==> src/rtl/err_monitor_pkg.sv <==
// Shared OptoHybrid error-monitor constants: default widths, the short debug
// stretch used in simulation builds, and the severity encoding for the LED
// blink-rate input.
package err_monitor_pkg;

`ifdef DEBUG
   localparam int unsigned ERRMON_HOLD_W = 3;
`else
   localparam int unsigned ERRMON_HOLD_W = 24;
`endif

   localparam int unsigned ERRMON_NSRC = 8;
   localparam int unsigned ERRMON_CNTW = 16;

   typedef enum logic [1:0] {
      RATE_QUIET = 2'd0,
      RATE_LOW   = 2'd1,
      RATE_MID   = 2'd2,
      RATE_HIGH  = 2'd3
   } rate_t;

   // Severity from the number of unmasked sources that have latched an error.
   function automatic rate_t rate_from_pop(input int unsigned p);
      if (p <= 1)
         return RATE_QUIET;
      else if (p == 2)
         return RATE_LOW;
      else if (p == 3)
         return RATE_MID;
      else
         return RATE_HIGH;
   endfunction

endpackage

==> src/rtl/err_monitor_counter.sv <==
// Per-source saturating event counter with a sticky error bit.
module err_counter
   import err_monitor_pkg::*;
#(
   parameter int unsigned CNTW = ERRMON_CNTW
)(
   input  logic            clk_i,
   input  logic            rst_i,
   input  logic            clear_i,
   input  logic            event_i,
   output logic [CNTW-1:0] cnt_o,
   output logic            sticky_o
);

   logic [CNTW-1:0] cnt_q, cnt_d;
   logic            sticky_q, sticky_d;

   // Next state: clear dominates a coincident event; count saturates at all-ones.
   always_comb begin
      cnt_d    = cnt_q;
      sticky_d = sticky_q;
      if (clear_i) begin
         cnt_d    = '0;
         sticky_d = 1'b0;
      end else if (event_i) begin
         sticky_d = 1'b1;
         if (cnt_q != '1)
            cnt_d = cnt_q + 1'b1;
      end
   end

   // Counter and sticky registers.
   always_ff @(posedge clk_i or posedge rst_i) begin
      if (rst_i) begin
         cnt_q    <= '0;
         sticky_q <= 1'b0;
      end else begin
         cnt_q    <= cnt_d;
         sticky_q <= sticky_d;
      end
   end

   assign cnt_o    = cnt_q;
   assign sticky_o = sticky_q;

endmodule

==> src/rtl/err_monitor.sv <==
// Error monitor: synchronises asynchronous error levels, counts rising edges
// per source, stretches any event into a visible LED pulse and grades
// severity by how many unmasked sources have latched an error.
module err_monitor
   import err_monitor_pkg::*;
#(
   parameter  int unsigned NSRC   = ERRMON_NSRC,
   parameter  int unsigned CNTW   = ERRMON_CNTW,
   parameter  int unsigned HOLD_W = ERRMON_HOLD_W,
   localparam int unsigned SELW   = (NSRC > 1) ? $clog2(NSRC) : 1
)(
   input  logic              clock,
   input  logic              reset,
   input  logic [NSRC-1:0]   err_i,
   input  logic [NSRC-1:0]   mask,
   input  logic              clear,
   input  logic [SELW-1:0]   cnt_sel,
   output logic              err_o,
   output logic [1:0]        rate_o,
   output logic [NSRC-1:0]   sticky_o,
   output logic [CNTW-1:0]   cnt_o
);

   logic [NSRC-1:0]   s1_q, s2_q, s3_q;
   logic [NSRC-1:0]   event_q, event_d;
   logic [HOLD_W-1:0] timer_q, timer_d;
   logic              err_q, err_d;
   rate_t             rate_q, rate_d;
   logic [CNTW-1:0]   cnt_q, cnt_d;
   logic [CNTW-1:0]   cnt_arr [NSRC];
   logic [NSRC-1:0]   sticky_w;

   // Two-flop synchroniser plus a delayed copy for rising-edge detection.
   always_ff @(posedge clock or posedge reset) begin
      if (reset) begin
         s1_q <= '0;
         s2_q <= '0;
         s3_q <= '0;
      end else begin
         s1_q <= err_i;
         s2_q <= s1_q;
         s3_q <= s2_q;
      end
   end

   // Event is registered so counters, sticky bits and timer all update together.
   assign event_d = s2_q & ~s3_q & ~mask;

   always_ff @(posedge clock or posedge reset) begin
      if (reset)
         event_q <= '0;
      else
         event_q <= event_d;
   end

   for (genvar g = 0; g < NSRC; g++) begin : g_src
      err_counter #(
         .CNTW (CNTW)
      ) u_cnt (
         .clk_i    (clock),
         .rst_i    (reset),
         .clear_i  (clear),
         .event_i  (event_q[g]),
         .cnt_o    (cnt_arr[g]),
         .sticky_o (sticky_w[g])
      );
   end

   // Retriggerable stretch timer; err_o tracks the next timer value so it
   // rises on the same edge the timer is loaded.
   always_comb begin
      timer_d = timer_q;
      if (clear)
         timer_d = '0;
      else if (|event_q)
         timer_d = '1;
      else if (timer_q != '0)
         timer_d = timer_q - 1'b1;
      err_d = (timer_d != '0);
   end

   // Severity from popcount of unmasked sticky bits.
   always_comb begin
      int unsigned pop;
      pop = 0;
      for (int unsigned i = 0; i < NSRC; i++) begin
         if (sticky_w[i] && !mask[i])
            pop = pop + 1;
      end
      rate_d = rate_from_pop(pop);
   end

   // Counter readback mux; out-of-range selects read as zero.
   always_comb begin
      cnt_d = '0;
      if (32'(cnt_sel) < NSRC)
         cnt_d = cnt_arr[cnt_sel];
   end

   // Registered outputs and stretch timer.
   always_ff @(posedge clock or posedge reset) begin
      if (reset) begin
         timer_q <= '0;
         err_q   <= 1'b0;
         rate_q  <= RATE_QUIET;
         cnt_q   <= '0;
      end else begin
         timer_q <= timer_d;
         err_q   <= err_d;
         rate_q  <= rate_d;
         cnt_q   <= cnt_d;
      end
   end

   assign err_o    = err_q;
   assign rate_o   = rate_q;
   assign sticky_o = sticky_w;
   assign cnt_o    = cnt_q;

endmodule

==> config.mk <==
export PLATFORM = sky130hd
export DESIGN_NAME = err_monitor
export DESIGN_NICKNAME = d
export VERILOG_FILES = /design/src/rtl/err_monitor_pkg.sv /design/src/rtl/err_monitor_counter.sv /design/src/rtl/err_monitor.sv
export SDC_FILE = /design/constraint.sdc
export NUM_CORES = 1
export LEC_CHECK = 0
export ABC_AREA = 1
export CAP_MARGIN = 20
export CORE_MARGIN = 5
export CORE_UTILIZATION = 55
export DETAILED_ROUTE_END_ITERATION = 10
export HOLD_SLACK_MARGIN = 0.08
export MAX_ROUTING_LAYER = met4
export PLACE_DENSITY_LB_ADDON = 0.3
export REMOVE_ABC_BUFFERS = 1
export SYNTH_ARGS = -nofsm -noshare
export SYNTH_HDL_FRONTEND = slang
export SYNTH_SLANG_ARGS = --single-unit
==> constraint.sdc <==
create_clock -name clock -period 9.67 [get_ports clock]
set_input_delay 1.934 -clock clock [delete_from_list [all_inputs] [get_ports clock]]
set_output_delay 1.934 -clock clock [all_outputs]
set_load 0.01 [all_outputs]
# Yosys cells after proc, flatten, opt, wreduce, memory -nomap -nowiden
# Cells that the tools add are included.
[op_classes] add_sub_neg=16 n_lt_le_gt_ge=2 eq_ne=10 n_mux=57 bitwise_logic=5 n_reduce_logical=43
[op_table] op="16-bit two-way mux" count=26
[op_table] op="32-bit by 1-bit adder with 32-bit output (second input constant)" count=7
[op_table] op="32-bit two-way mux" count=7
[op_table] op="16-bit by 1-bit adder with 16-bit output (second input constant)" count=8
[op_table] op="16-bit != test (second input constant)" count=8
[op_table] op="24-bit two-way mux" count=3
[op_table] op="32-bit by 2-bit equality test with 1-bit output (second input constant)" count=2
[op_table] op="16-bit binary-select mux with 3-bit select" count=1
[op_table] op="24-bit nonzero test" count=2
[op_table] op="32-bit by 1-bit less-or-equal comparator with 1-bit output (second input constant)" count=1
[op_table] op="2-bit nonzero test" count=16
[op_table] op="24-bit by 1-bit subtractor with 24-bit output (second input constant)" count=1
[op_table] op="1-bit two-way mux" count=18
[op_table] op="8-bit bitwise AND" count=2
[op_table] op="8-bit inverter" count=2
[op_table] op="2-bit AND reduction" count=8
[op_table] op="1-bit logical AND" count=8
[op_table] op="1-bit logical NOT" count=8
[op_table] op="8-bit OR reduction" count=1
[op_table] op="4-bit greater-or-equal comparator (second input constant)" count=1
[op_table] op="2-bit two-way mux" count=2
[op_table] op="3-bit inverter with 4-bit output" count=1
[totals] reg_bits=211 in_bits=22 output_inout_bits=27 wordCells=157

# Depth between registers and ports, before layout
# Gate-level depths: netlist of the first run.
[depth] ltp_word=21 ltp_mapped=26 ltp_nobuf=26

# By module
# A second synthesis of the first run with hierarchy kept.
[hier_totals] hier_cells=1973 area_unflattened_um2=13688.1
[modules_own_cells] mod="err_counter" n_inst=8 cells_per_inst=157 area_each_um2=1103.6 seq_area_each_um2=425.4
[modules_own_cells] mod="err_monitor" n_inst=1 cells_per_inst=717 area_each_um2=4859.7 seq_area_each_um2=1876.8

# Worst setup path before layout of the first run
# No wires, ideal clock.
[synth_timing] path_type="input port to flip-flop" startpoint="input mask[0]" endpoint="register rate_q[0] (netlist: rate_o[0])" setup_time_ns=0.135 t_arrival_ns=5.014 required_ns=9.535 path_slack_ns=4.521 path_stages=24 path_buffers=0 cell_sequence="nor2_1 ha_1 inv_1 nand3_1 nand2_1 ha_1 nand2_1 nand2_1 ha_1 or2_2 nand2_1 inv_1 ha_1 nand2_1 nand2_1 ha_1 nand2_1 nand2_1 ha_1 nand2_1 nor2_1 nand3_1 nand2_1 nand4_1"
[synth_via] elab_chain_len=21 word_cells_on_any_way=23 cone_classes="add/sub: 7; order compare: 1; eq/ne: 2; mux: 11; reduce/logical: 2"
[synth_lines] item="start, declared" line_no="err_monitor.sv:15" text="input logic [NSRC-1:0] mask,"
[synth_lines] item="1-bit logical NOT *" line_no="err_monitor.sv:87" text="if (sticky_w[i] && !mask[i])"
[synth_lines] item="1-bit logical AND *" line_no="err_monitor.sv:87"
[synth_lines] item="1-bit two-way mux *" line_no="err_monitor.sv:87"
[synth_lines] item="32-bit by 1-bit adder with 32-bit output" line_no="err_monitor.sv:88" text="pop = pop + 1;"
[synth_lines] item="32-bit two-way mux *" line_no="err_monitor.sv:87"
[synth_lines] item="32-bit by 1-bit adder with 32-bit output" line_no="err_monitor.sv:88"
[synth_lines] item="32-bit two-way mux *" line_no="err_monitor.sv:87"
[synth_lines] item="32-bit by 1-bit adder with 32-bit output" line_no="err_monitor.sv:88"
[synth_lines] item="[4 not listed]"
[synth_lines] item="32-bit two-way mux *" line_no="err_monitor.sv:87"
[synth_lines] item="32-bit by 1-bit adder with 32-bit output" line_no="err_monitor.sv:88"
[synth_lines] item="32-bit two-way mux *" line_no="err_monitor.sv:87"
[synth_lines] item="32-bit by 1-bit adder with 32-bit output" line_no="err_monitor.sv:88"
[synth_lines] item="32-bit two-way mux *" line_no="err_monitor.sv:87"
[synth_lines] item="branches (longest 3 deep; another with 32-bit by 1-bit less-or-equal comparator with 1-bit output)"
[synth_lines] item="2-bit two-way mux *" line_no="err_monitor_pkg.sv:24" text="if (p <= 1)"
[synth_lines] item="named net rate_d[0]" line_no="err_monitor.sv:28" text="rate_t rate_q, rate_d;"
[synth_lines] item="end signal, assigned" line_no="err_monitor.sv:110" text="rate_q <= rate_d;"
[synth_lines] item="end, declared" line_no="err_monitor.sv:28"
# Mark *: on every way through the listed nets, which the timed path passes.
# A chain may end at the register's enable or synchronous reset.

# Final worst setup path of the first run
[layout_timing] startpoint="input mask[0]" endpoint="register rate_q[1] (netlist: rate_o[1])"
[layout_via] elab_chain_len=20 word_cells_on_any_way=21 cone_classes="add/sub: 7; order compare: 1; eq/ne: 1; mux: 10; reduce/logical: 2"
[layout_lines] item="1-bit logical NOT *" line_no="err_monitor.sv:87"
[layout_lines] item="1-bit logical AND *" line_no="err_monitor.sv:87"
[layout_lines] item="1-bit two-way mux *" line_no="err_monitor.sv:87"
[layout_lines] item="32-bit by 1-bit adder with 32-bit output" line_no="err_monitor.sv:88"
[layout_lines] item="32-bit two-way mux *" line_no="err_monitor.sv:87"
[layout_lines] item="32-bit by 1-bit adder with 32-bit output" line_no="err_monitor.sv:88"
[layout_lines] item="32-bit two-way mux *" line_no="err_monitor.sv:87"
[layout_lines] item="32-bit by 1-bit adder with 32-bit output" line_no="err_monitor.sv:88"
[layout_lines] item="[4 not listed]"
[layout_lines] item="32-bit two-way mux *" line_no="err_monitor.sv:87"
[layout_lines] item="32-bit by 1-bit adder with 32-bit output" line_no="err_monitor.sv:88"
[layout_lines] item="32-bit two-way mux *" line_no="err_monitor.sv:87"
[layout_lines] item="32-bit by 1-bit adder with 32-bit output" line_no="err_monitor.sv:88"
[layout_lines] item="32-bit two-way mux *" line_no="err_monitor.sv:87"
[layout_lines] item="branches (longest 2 deep; another with 32-bit by 1-bit less-or-equal comparator with 1-bit output)"
[layout_lines] item="2-bit two-way mux *" line_no="err_monitor_pkg.sv:24"
[layout_lines] item="named net rate_d[1]" line_no="err_monitor.sv:28"
# Marked as above.

==> results of run 1 <==
[power groups by stage]
| stage | Combinational, mW | Sequential, mW | Clock [mW] |
|---|---|---|---|
| 6_report | 0.200 | 0.928 | 0.918 |
| 5_1_grt | 0.225 | 0.931 | 0.975 |
| 4_1_cts | 0.201 | 0.928 | 0.934 |
| 3_5_place_dp | 0.199 | 0.944 | 0 |
| 3_3_place_gp | 0.197 | 0.943 | 0 |
| 2_1_floorplan | 0.116 | 0.943 | 0 |
[state kept, by name (all words and copies together), names as in the netlist]
name                  flops
s1_q                      8
cnt_o                    16
err_o                     1
timer_q                  24
rate_o                    2
g_src.u_cnt.cnt_o       128
s2_q                      8
g_src.u_cnt.sticky_o      8
event_q                   8
s3_q                      8
[cells in the final DEF, fill, tap and decap left out, types with 4 or more instances in the layout]
master / instances
a21oi_1: 117
inv_2: 5
nor4_1: 7
nor3_1: 52
nor3b_1: 17
clkdlybuf4s50_1: 46
nand3_1: 107
ha_1: 17
inv_1: 220
clkinv_2: 4
o21ai_0: 140
o31ai_1: 6
nand2_1: 306
dfrtp_1: 211
nor3_2: 4
xnor2_1: 8
xor2_1: 37
a31oi_1: 18
a221oi_1: 11
clkbuf_16: 25
nor2_1: 176
buf_4: 9
nand4_1: 26
clkinvlp_4: 5
[routing by layer]
metal | share of wire [%] | global-route usage, % | up-vias | wire, µm
li1 | - | - | 5161 | -
met1 | 43 | 32.2 | 4858 | 12500
met2 | 48 | 40.7 | 344 | 14000
met3 | 5.6 | 3.11 | 63 | 1630
met4 | 2.9 | 7.38 | 0 | 839
met5 | 0 | - | - | 0
[kinds of logic (layout without fill, tap and decap cells)]
logic type,after synthesis,after routing,share of synthesized area (%)
AND/OR/NAND/NOR,707,707,26.2
adder cells (fa/ha/maj),17,17,1.82
flip-flops,211,211,45.1
XOR/XNOR,45,45,3.36
buffers and inverters,285,330,9.53
AO/OA/AOI/OAI,305,305,14.0
[final timing paths]
path                                                     start                             endpoint  slack [ps]  cells after the start
min                                          s1_q[1]$_DFF_PP0_                    s2_q[1]$_DFF_PP0_         350                      0
max                                                    mask[0]                  rate_o[1]$_DFF_PP0_        4250                     25
min reg2reg                                  s1_q[1]$_DFF_PP0_                    s2_q[1]$_DFF_PP0_         350                      0
max in group asynchronous                                reset                 event_q[0]$_DFF_PP0_        5860                      4
min in group asynchronous                                reset  g_src[5].u_cnt.cnt_o[2]$_DFFE_PP0P_        1910                      2
max reg2reg                g_src[0].u_cnt.sticky_o$_DFFE_PP0P_                  rate_o[1]$_DFF_PP0_        5730                     25
[cell usage after synthesis, drive strengths merged (2+ instances only)]
library cell	count	area, µm²
nand4	26	163
a211oi	3	22.5
o31ai	6	45.0
nor3	57	317
a21oi	117	586
xnor2	8	70.1
ha	17	213
buf	24	136
or2	3	18.8
nand3	108	546
nor4	7	43.8
clkinv	4	15.0
nor3b	17	128
nand2	308	1160
a221oi	11	96.3
xor2	37	324
a31oi	18	113
inv	225	845
nor2	178	673
o21bai	2	15.0
clkbuf	32	120
o21ai	146	749
dfrtp	211	5280
[worst max-delay path: stages]
cell             delay [ps]
clkdlybuf4s50_1         490
nor2_1                   70
ha_1                    340
inv_1                    70
nand3_1                 120
nand2_1                  70
ha_1                    280
nand2_1                  80
nand2_1                  70
ha_1                    260
or2_2                   300
nand2_1                 110
inv_1                    50
ha_1                    280
nand2_1                  70
nand2_1                  90
ha_1                    280
nand2_1                  50
nand2_1                 120
ha_1                    160
nand2_1                  80
nor2_1                  170
nand3_1                 100
nand2_1                 100
nand4_1                  70
[metrics by stage]
stage | cells | cell area (µm²) | total power [mW] | hold slack [ps] | setup slack [ps]
after global routing | 1890 | 13200 | 2.13 | 355 | 3930
after floorplan | 1514 | 11500 | 1.06 | 331 | 1970
after detailed placement | 1846 | 12300 | 1.14 | 338 | 3720
after CTS | 1890 | 13200 | 2.06 | 351 | 4260
final | 1890 | 13200 | 2.05 | 349 | 4250
after global placement | 1846 | 12300 | 1.14 | 332 | 3800
[layout make-up]
type                    count  share of cell area [%]
clock buffers              28                    4.92
clock inverters            16                    1.23
inverters                 229                    6.59
multi-input cells        1074                    40.4
flip-flops and latches    211                    40.1
well taps                 275                    2.62
repair buffers             57                    4.09
==> out/qor.csv, run 1 <==
stage;metric;value;unit
timing;setup TNS;0;ps
die;die height;156;µm
grt;first-pass GRT wire length;48400;µm
placement;I/O Buffers;48;
power_and_ir_drop;Comb power frac;9.8;%
synthesis;number of synthesized flops with an enable pin;0;
detailed_routing;antenna viol nets, final;0;
synthesis;sequential area share after synthesis;45.1;%
synthesis;distinct cell type count after synthesis;40;
timing;Final setup viols;0;
placement;GP Congestion;0.917;
grt;overall global routing resource usage;24.7;%
die;Cell Rows;53;
hold_path;min-delay worst type;reg2reg;
layout;synthesis-to-finish area growth;12.3;%
die;Ports;49;
detailed_routing;DR vias/cell;5.52;
layout;fillers;1782;
worst_setup_path;critical path required time;10060;ps
detailed_routing;Detailed Route WL;29000;µm
layout;Antenna Cells;0;
die;Die W;156;µm
timing;RSZ-0062 raised after global routing;no;
power_and_ir_drop;Worst VDD drop;0.000127;V
flow_run;Max Cap Viol;0;
detailed_routing;DRT iter0 DRCs;769;
die;core area;21000;µm²
synthesis;#FFs+latches synth;211;
clocking;clock tree buffer depth;3;
grt;initial antenna violation count;0;
grt;vias in the first global route;10000;
die;Initial Utilization;55.7;%
clocking;Setup Fix Bufs, Post-CTS;0;
layout;Final #Nets;1636;
worst_setup_path;critical path arrival;5810;ps
layout;area of the multi-input gates;5320;µm²
timing;final hold vios;0;
timing;final clock skew;7.17;ps
timing;fin crit period;5420;ps
timing;Fmax;185;MHz
synthesis;Synth async-reset ratio;100;%
layout;Reg area;5280;µm²
clocking;CTS tree;built;
synthesis;Synth Warn #;0;
layout;Final Util;62.6;%
detailed_routing;# DRC;0;
clocking;clk_lat worst skew;520;ps
synthesis;mean post-synth cell area;7.46;µm²
worst_setup_path;kind of critical path;in2reg;
timing;Worst Tran Pin Value;905;ps
power_and_ir_drop;Pleak;5.74;nW
die;full die area;24300;µm²
clocking;CTS root buffer;clkbuf_16;
power_and_ir_drop;Sw Ratio;26.0;%
synthesis;Mapped Cells;1570;
synthesis;most used flip-flop cell after synthesis;dfrtp_1;
clocking;H-tree depth;1;
power_and_ir_drop;pwr dens;155;nW/µm²
timing;Final Cycle Share;56.0;%
power_and_ir_drop;Reg power frac;45.4;%
clocking;Inserted Clock Buffers;24;
detailed_routing;Avg WL per Cell;15.3;µm
worst_setup_path;Critical Path Fanout Max;4;
grt;gr ovfl total;0;
detailed_routing;1st-pass router iterations;5;
clocking;Sinks on Clock Net;211;
power_and_ir_drop;clock share of power;44.9;%
timing;Max Slew Vio Count;0;
worst_setup_path;Setup crit end kind;register;
clocking;CTS clock-pin slew for the worst setup and hold paths;60;ps
detailed_routing;Vias;10400;
power_and_ir_drop;Pint;1.51;mW
worst_setup_path;Worst setup SP type;input port;
clocking;cts-stage hold buffer count;0;
clocking;Resize count post-CTS;0;
timing;Slew headroom;39.3;%
placement;DP HPWL;20300;µm
synthesis;Synth Cell Area;11700;µm²
run_status;status;complete, no violations;
layout;layout cells sized above 1;4.64;%
grt;largest net degree at the start of global routing;107;
power_and_ir_drop;P_sw;532;µW
No activity file was read; power rests on OpenSTA's default activity.
==> run 2, diff against run 1 <==
==> constraint.sdc (replaced) <==
create_clock -name clock -period 5.07 [get_ports clock]
set_input_delay 1.014 -clock clock [delete_from_list [all_inputs] [get_ports clock]]
set_output_delay 1.014 -clock clock [all_outputs]
set_load 0.01 [all_outputs]
==> run 2 against run 1 <==
Clock power rose by 93%. Combinational power grew 90%. Highest routed layer unchanged. Non-clock buffer count unchanged. Largest cell class unchanged. Sequential share of layout area is 0.061 points lower.
==> out/qor.csv, run 2 (same netlist as run 1, synthesis figures left out) <==
stage;metric;value;unit;change
worst_setup_path;critical path required time;5450;ps;was 10060 ps
detailed_routing;# DRC;0;;unchanged
clocking;Sinks on Clock Net;211;;unchanged
power_and_ir_drop;total power;3.93;mW;was 2.05 mW
worst_setup_path;flop2flop setup slack;1070;ps;was 5730 ps
detailed_routing;antenna viol nets, final;0;;unchanged
die;Cell Rows;53;;unchanged
layout;layout cells sized above 1;4.53;%;was 4.64%
hold_path;WHS Endpoint;s2_q[5]$_DFF_PP0_;;was s2_q[1]$_DFF_PP0_
clocking;CTS clock-pin slew for the worst setup and hold paths;60;ps;about the same
grt;gr ovfl total;0;;unchanged
layout;synthesis-to-finish area growth;12.5;%;was 12.3%
worst_setup_path;critical path arrival;4960;ps;was 5810 ps
detailed_routing;Avg WL per Cell;15.5;µm;was 15.3 µm
placement;Placed Cells;1846;;unchanged
timing;final hold vios;0;;unchanged
layout;Antenna Cells;0;;unchanged
worst_setup_path;kind of critical path;in2reg;;unchanged
timing;Worst Tran Pin Value;884;ps;was 905 ps
hold_path;Hold Startpoint;s1_q[5]$_DFF_PP0_;;was s1_q[1]$_DFF_PP0_
clocking;clock tree buffer depth;3;;unchanged
hold_path;min-delay worst type;reg2reg;;unchanged
grt;initial antenna violation count;0;;unchanged
die;die height;156;µm;unchanged
layout;most frequent cells in the layout;nand2_1, inv_1, dfrtp_1;;unchanged
timing;Fmax;219;MHz;
worst_setup_path;Setup crit end kind;register;;unchanged
detailed_routing;DR vias/cell;5.53;;was 5.52
clocking;H-tree depth;1;;unchanged
timing;Slew headroom;41.0;%;was 39.3%
die;Initial Utilization;55.7;%;unchanged
flow_run;Max Cap Viol;0;;unchanged
worst_setup_path;reg-to-reg startpoint;g_src[0].u_cnt.sticky_o$_DFFE_PP0P_;;unchanged
clocking;CTS root buffer;clkbuf_16;;unchanged
detailed_routing;Vias;10400;;about the same
die;Die W;156;µm;unchanged
die;full die area;24300;µm²;unchanged
hold_path;Hold Path Stages;0;;unchanged
clocking;Setup Fix Bufs, Post-CTS;0;;unchanged
power_and_ir_drop;Worst VDD drop;0.000295;V;was 0.000127 V
grt;first-pass GRT wire length;48700;µm;was 48400 µm
power_and_ir_drop;pwr dens;298;nW/µm²;was 155 nW/µm²
run_status;status;complete, no violations;;unchanged
placement;I/O Buffers;48;;unchanged
placement;GP Congestion;0.939;;was 0.917
timing;worst hold slack;346;ps;was 349 ps
clocking;CTS tree;built;;unchanged
layout;Final #Nets;1636;;unchanged
clocking;Resize count post-CTS;0;;unchanged
worst_setup_path;Worst setup SP type;input port;;unchanged
layout;area of the multi-input gates;5320;µm²;unchanged
die;Ports;49;;unchanged
timing;Final Cycle Share;90.2;%;
timing;Max Slew Vio Count;0;;unchanged
layout;Final Util;62.7;%;was 62.6%
detailed_routing;1st-pass router iterations;6;;was 5
layout;Reg area;5280;µm²;unchanged
worst_setup_path;R2R cell count;25;;unchanged
worst_setup_path;reg-to-reg endpoint;rate_o[0]$_DFF_PP0_;;was rate_o[1]$_DFF_PP0_
die;core area;21000;µm²;unchanged
detailed_routing;DRT iter0 DRCs;1065;;was 769
timing;fin crit period;4570;ps;
layout;Final Non-Filler Cells;1887;;was 1890
timing;Final setup viols;0;;unchanged
placement;DP HPWL;20500;µm;was 20300 µm
grt;largest net degree at the start of global routing;113;;was 107
layout;fillers;1855;;was 1782
layout;max FFs per register;128;;unchanged
timing;final clock skew;12.3;ps;was 7.17 ps
clocking;Inserted Clock Buffers;24;;unchanged
layout;most common cell after layout, fill and taps aside;nand2_1;;unchanged
clocking;clk_lat worst skew;520;ps;about the same
clocking;cts-stage hold buffer count;0;;unchanged
timing;RSZ-0062 raised after global routing;no;;unchanged
power_and_ir_drop;Pleak;5.77;nW;was 5.74 nW
worst_setup_path;Critical Path Fanout Max;4;;unchanged
grt;overall global routing resource usage;25.0;%;was 24.7%
detailed_routing;Detailed Route WL;29300;µm;was 29000 µm
grt;vias in the first global route;9954;;was 10000
timing;setup TNS;0;ps;unchanged
==> run 2: worst max path at each step <==
stage / startpoint / cells after the start / to
floorplan: reset / 1 / cnt_o[0]$_DFF_PP0_
detailed placement: mask[0] / 25 / rate_o[0]$_DFF_PP0_
global placement: mask[0] / 25 / rate_o[1]$_DFF_PP0_
CTS: mask[0] / 25 / rate_o[0]$_DFF_PP0_
finish: mask[0] / 25 / rate_o[0]$_DFF_PP0_
global route: mask[0] / 25 / rate_o[1]$_DFF_PP0_
==> run 2: final cells by class <==
| class | count | area share [%] |
|---|---|---|
| clock buffers | 33 | 5.51 |
| clock inverters | 8 | 0.684 |
| inverters | 229 | 6.58 |
| multi-input cells | 1074 | 40.4 |
| flip-flops and latches | 211 | 40.1 |
| well taps | 275 | 2.61 |
| repair buffers | 57 | 4.18 |
==> run 2: per-stage QoR <==
step	instance area, µm²	setup WS [ps]
after detailed placement	12400	4.69
after global placement	12400	153
after CTS	13200	493
after floorplan	11500	-1710
after global routing	13200	155
final	13200	495
==> run 2: worst max-delay path, cell delays in order <==
cell	delay [ps]
clkdlybuf4s50_1	490
nor2_1	70
ha_1	340
inv_1	70
nand3_1	130
nand2_1	80
ha_1	300
nand2_1	90
nand2_1	80
ha_1	270
or2_2	300
nand2_1	110
inv_1	50
ha_1	280
nand2_1	70
nand2_1	90
ha_1	280
nand2_1	50
nand2_1	110
ha_1	150
nand2_1	80
nor2_1	170
nand3_1	90
nand2_1	100
nand4_1	80
==> run 2: report_power, final <==
part / leakage (nW) / switching [mW] / internal (mW)
logic: 2.55 / 0.255 / 0.126
registers: 2.81 / 0.0352 / 1.74
clock network: 0.411 / 0.683 / 1.09
total: 5.77 / 0.974 / 2.95
==> run 2: per-layer routing <==
layer  global-route usage, %  share of wire, %  wire (µm)
met1                    33.6                45      13100
met2                    39.3                47      13700
met3                    3.47               5.4       1590
met4                    8.25               3.0        891
met5                       -                 0          0
